--- src/rtl/reg_rr_arbiter.sv ---
// Round-robin arbiter that shares one register-interface target among
// NoPorts initiators. A granted request is forwarded in the same cycle.
// An initiator that is not accepted immediately keeps the grant until
// its transfer completes.

package reg_rr_pkg;

    typedef struct packed {
        logic [31:0] addr;
        logic        write;
        logic [31:0] wdata;
        logic [3:0]  wstrb;
        logic        valid;
    } req_t;

    typedef struct packed {
        logic [31:0] rdata;
        logic        error;
        logic        ready;
    } rsp_t;

endpackage

module reg_rr_arbiter #(
    parameter int unsigned NoPorts  = 2,
    parameter type         req_t    = reg_rr_pkg::req_t,
    parameter type         rsp_t    = reg_rr_pkg::rsp_t,
    parameter int unsigned IdxWidth = (NoPorts > 1) ? $clog2(NoPorts) : 1
) (
    input  logic                clk_i,
    input  logic                rst_ni,
    input  req_t                in_req_i [NoPorts],
    output rsp_t                in_rsp_o [NoPorts],
    output req_t                out_req_o,
    input  rsp_t                out_rsp_i,
    output logic [IdxWidth-1:0] gnt_idx_o
);

    typedef enum logic {
        IDLE,
        LOCKED
    } state_t;

    state_t              state;
    logic [IdxWidth-1:0] rr_ptr;
    logic [IdxWidth-1:0] lock_idx;

    logic                found;
    logic [IdxWidth-1:0] sel;
    logic [IdxWidth-1:0] grant_idx;
    logic                forward;

    // Successor of a port index, wrapping at NoPorts-1 so that a
    // non-power-of-two port count never yields an out-of-range index.
    function automatic logic [IdxWidth-1:0] next_idx(input logic [IdxWidth-1:0] idx);
        if (32'(idx) >= NoPorts - 32'd1) begin
            return '0;
        end
        return idx + IdxWidth'(1);
    endfunction

    // Find the first valid initiator, starting at rr_ptr and wrapping around.
    always_comb begin
        int unsigned         cand;
        logic [IdxWidth-1:0] cand_idx;
        found    = 1'b0;
        sel      = rr_ptr;
        cand     = 0;
        cand_idx = '0;
        for (int unsigned i = 0; i < NoPorts; i++) begin
            cand = 32'(rr_ptr) + i;
            if (cand >= NoPorts) begin
                cand = cand - NoPorts;
            end
            cand_idx = cand[IdxWidth-1:0];
            if (!found && in_req_i[cand_idx].valid) begin
                found = 1'b1;
                sel   = cand_idx;
            end
        end
    end

    // Route the locked or newly selected initiator to the target and the
    // target response back to it; everything reads as zero while in reset.
    always_comb begin
        out_req_o = '0;
        gnt_idx_o = '0;
        for (int unsigned k = 0; k < NoPorts; k++) begin
            in_rsp_o[k] = '0;
        end
        grant_idx = rr_ptr;
        forward   = 1'b0;
        if (state == LOCKED) begin
            grant_idx = lock_idx;
            forward   = 1'b1;
        end else if (found) begin
            grant_idx = sel;
            forward   = 1'b1;
        end
        if (rst_ni) begin
            gnt_idx_o = grant_idx;
            if (forward) begin
                out_req_o           = in_req_i[grant_idx];
                in_rsp_o[grant_idx] = out_rsp_i;
            end
        end
    end

    // Advance the round-robin pointer on completion, or hold the grant
    // for an initiator the target did not accept in its first cycle.
    always_ff @(posedge clk_i or negedge rst_ni) begin
        if (!rst_ni) begin
            state    <= IDLE;
            rr_ptr   <= '0;
            lock_idx <= '0;
        end else begin
            case (state)
                IDLE: begin
                    if (found) begin
                        if (out_rsp_i.ready) begin
                            rr_ptr <= next_idx(sel);
                        end else begin
                            lock_idx <= sel;
                            state    <= LOCKED;
                        end
                    end
                end
                LOCKED: begin
                    if (in_req_i[lock_idx].valid && out_rsp_i.ready) begin
                        rr_ptr <= next_idx(lock_idx);
                        state  <= IDLE;
                    end
                end
                default: state <= IDLE;
            endcase
        end
    end

    // A locked initiator must keep valid asserted until it is accepted.
    locked_valid_held: assert property (
        @(posedge clk_i) disable iff (!rst_ni)
        (state == LOCKED) |-> in_req_i[lock_idx].valid
    );

endmodule

--- config.mk ---
export PLATFORM = sky130hd
export DESIGN_NAME = reg_rr_arbiter
export DESIGN_NICKNAME = d
export VERILOG_FILES = /design/src/rtl/reg_rr_arbiter.sv
export SDC_FILE = /design/constraint.sdc
export NUM_CORES = 1
export LEC_CHECK = 0
export ABC_AREA = 1
export CORE_AREA = 2 2 123 125
export CTS_BUF_LIST = sky130_fd_sc_hd__clkbuf_8
export DETAILED_ROUTE_END_ITERATION = 8
export DIE_AREA = 0 0 125 127
export HOLD_SLACK_MARGIN = 0.08
export PLACE_DENSITY = 0.66
export SLEW_MARGIN = 25
export SYNTH_ARGS = -nofsm -noshare
export SYNTH_HDL_FRONTEND = slang
export SYNTH_SLANG_ARGS = --single-unit
--- constraint.sdc ---
create_clock -name clk_i -period 1.3 [get_ports clk_i]
set_input_delay 0.13 -clock clk_i [delete_from_list [all_inputs] [get_ports clk_i]]
set_output_delay 0.13 -clock clk_i [all_outputs]
set_load 0.02 [all_outputs]
==> metrics.txt <==
first-pass GRT wire length approximately 21000 um; Worst R2R Setup Slack -0.19 ns; max cap viols 0; diodes inserted 0; CTS buffer count 3; Final Non-Filler Cells 1073; Finished Cell Area between 7000 and 8000 um2; fin crit share 1.43; Max Buffers Root-to-Sink 2; NumNets Final between 1000 and 1500; die area around 16000 um2; Mapped Nets between 600 and 700; Synth area leader nand2_1; Final Slew Violations 0; top-area cell type share of the netlist area 0.245; Setup TNS -66.08 ns; vias in the first global route slightly above 4000; 1st-iter DRT viols 100; PortBufs about 310; final hold violations 0; Total GRT Usage 0.165; FF-to-FF End rr_ptr; crit-path cells nor2_2 > nor2_4 > nand2_8 > nand2_8 > buf_8 > buf_12 > nand2_4 > nand2_2 > nor2_2 > buf_6; synthesized area per cell around 4.4 um2; dpl cell area between 6000 and 7000 um2; Overflow after GRT 0; CP max-delay cell dfrtp_1; initial antenna violation count 0; CP Buf/Inv Count 3; DRT antenna net count 0; Initial Utilization 0.160; clock sinks 3; CP peak stage delay ~0.40 ns; Startpoint Class register; crit path kind reg2out; Top Ports 315; critical path's top delay family simple AND/OR/NAND/NOR gates; Fillers between 1000 and 1500; layout cells sized above 1 0.506; Synth Cell Area about 2300 um2; Vias/cell about 4; Crit path depth 10; Wirelength per Cell between 10 and 15 um; Placer Congestion 0.828; critical path endpoint category output pin; top post-synthesis cells by area nand2_1 (24%), nor2_1 (24%), inv_1 (18%), nor3_1 (10%), nor3_2 (8.7%); num rows 44; Layout Skew roughly 0.0034 ns; Mapped Cells between 500 and 600; Die Y around 130 um; largest net degree at the start of global routing 26; register area share after synthesis 0.0324; FMAX roughly 540 MHz; core area approximately 14000 um2; Final WS setup -0.554 ns; routed via count 4289; final WL around 15000 um; H-tree levels 1; violated checks negative setup slack; Critical Path RT approximately 1.2 ns; worst reg2reg path depth 7; Final setup viols 140; fin util 0.550; Cells after DPL around 1000; clock slew at reported path FFs approximately 0.030 ns; crit path from rr_ptr; drt drc 0; clk root buf clkbuf_8; R2R Path Start state; Worst Hold Class in2async; Syn-to-layout area delta 243%; Synth cell types 19; worst-path fanout max 7; status finished with violations; unrepaired setup endpoints after global routing true; Power Density between 1500 and 2000 nW/um2; Yosys reg bits 3; Final HPWL DP 10400 um; Die X approximately 130 um; crit path DAT 1.72 ns; CP Capture Point out_req_o[50]; clk_lat worst skew ~0.22 ns; CTS tree built; Ys Warns 0; fin crit period about 1.9 ns; Slew headroom 0.862; Pre-antenna DRT Iters 4; Leakage approximately 3.8 nW; maximum VDD drop around 1.2 mV; worst slew pin tran slightly above 0.2 ns
-- state kept, by name, summed over array words and instances, names as in the netlist --
signal,flops
lock_idx,1
rr_ptr,1
state,1
-- final cells by class --
| cell class | count | area, um2 | share of cell area |
|---|---|---|---|
| clock buffer | 3 | 41.3 | 0.00521 |
| clock inverter | 1 | 3.75 | 0.000473 |
| inverter | 111 | 424 | 0.0535 |
| multi-input combinational | 376 | 2860 | 0.361 |
| sequential | 3 | 76.3 | 0.00962 |
| tap | 184 | 230 | 0.0290 |
| timing repair buffer | 395 | 4300 | 0.542 |
-- where the power goes --
part	internal (mW)	switching (mW)	total, mW	leakage, nW
Clock	0.202	0.0688	0.270	0.0269
Combinational	6.55	7.12	13.7	3.77
Sequential	0.145	0.0915	0.237	0.0338
-- synthesized netlist by cell type (all sizes together) --
master and instances:
o22ai 1, a21boi 1, buf 28, clkbuf 7, dfrtp 3, a21oi 1, inv 111, nand3 3
nor2 147, nor3 68, nand2 152
-- worst min path at each step --
stage               end  slack [ns]  depth (start not counted)  startpoint
2_1_floorplan  lock_idx       -0.17                          0      rst_ni
3_3_place_gp   lock_idx        0.48                          2      rst_ni
3_5_place_dp   lock_idx        0.47                          2      rst_ni
4_1_cts        lock_idx        0.24                          2      rst_ni
5_1_grt        lock_idx        0.49                          3      rst_ni
6_report       lock_idx        0.46                          3      rst_ni
-- worst register-to-register path: cells and delay by family, from the launching register on --
| family | cells | cell delay [ns] |
|---|---|---|
| flip-flops | 1 | 0.46 |
| AO/OA/AOI/OAI | 1 | 0.22 |
| AND/OR/NAND/NOR | 3 | 0.25 |
| buffers and inverters | 3 | 0.50 |
-- per-stage QoR --
step | total power [mW] | hold WS [ns] | worst slack [ns]
finish | 14.2 | 0.456 | -0.554
global route | 15.1 | 0.486 | -0.631
CTS | 12.2 | 0.237 | -0.612
detailed placement | 10.9 | 0.471 | -1.09
global placement | 10.9 | 0.479 | -1.08
floorplan | 6.69 | -0.166 | -0.155
-- layout by cell type (no fill, tap or decap) --
cell	synthesis	routed
clkdlybuf4s50_1	0	172
inv_1	110	110
nand2_1	151	100
buf_6	3	93
nor2_2	1	76
buf_4	10	72
nor3_4	0	56
nor2_1	145	46
nand2_2	1	35
nor2_4	1	25
buf_12	0	23
nand2_4	0	16
nor3_2	20	12
buf_2	14	11
buf_16	0	8
clkbuf_16	0	6
nand2_8	0	4
nand3_1	3	3
clkbuf_8	0	3
clkbuf_2	0	3
buf_8	0	3
dlygate4sd2_1	0	2
dfrtp_1	3	2
inv_2	1	1
a21boi_4	0	1
inv_8	0	1
a21oi_1	1	1
o22ai_1	1	1
dlygate4sd3_1	0	1
dlymetal6s2s_1	0	1
dfrtp_2	0	1
-- cells by family after synthesis --
kind of cell / count (synthesis) / synth area share
DFF: 3 / 0.0324
and+or+nand+nor: 370 / 0.687
buffers and inverters: 146 / 0.270
AOI/OAI and AO/OA: 3 / 0.00973
-- layer usage --
metal  track usage  part of all wire  wire length (um)
met1         0.207              0.40              5930
met5             0                 0                 0
met4        0.0281             0.011               168
met2         0.307              0.54              7960
met3        0.0184             0.044               654
-- repair_timing --
item                                   4_1_cts  5_1_grt
setup endpoints to repair                  140      140
hold buffers                                 0        1
cloned                                       8        7
endpoints found under the hold margin        0        3
setup buffers                               14       12
pin swaps                                   26       35
gates resized for setup                    647      269
No activity file was read; power rests on OpenSTA's default activity.
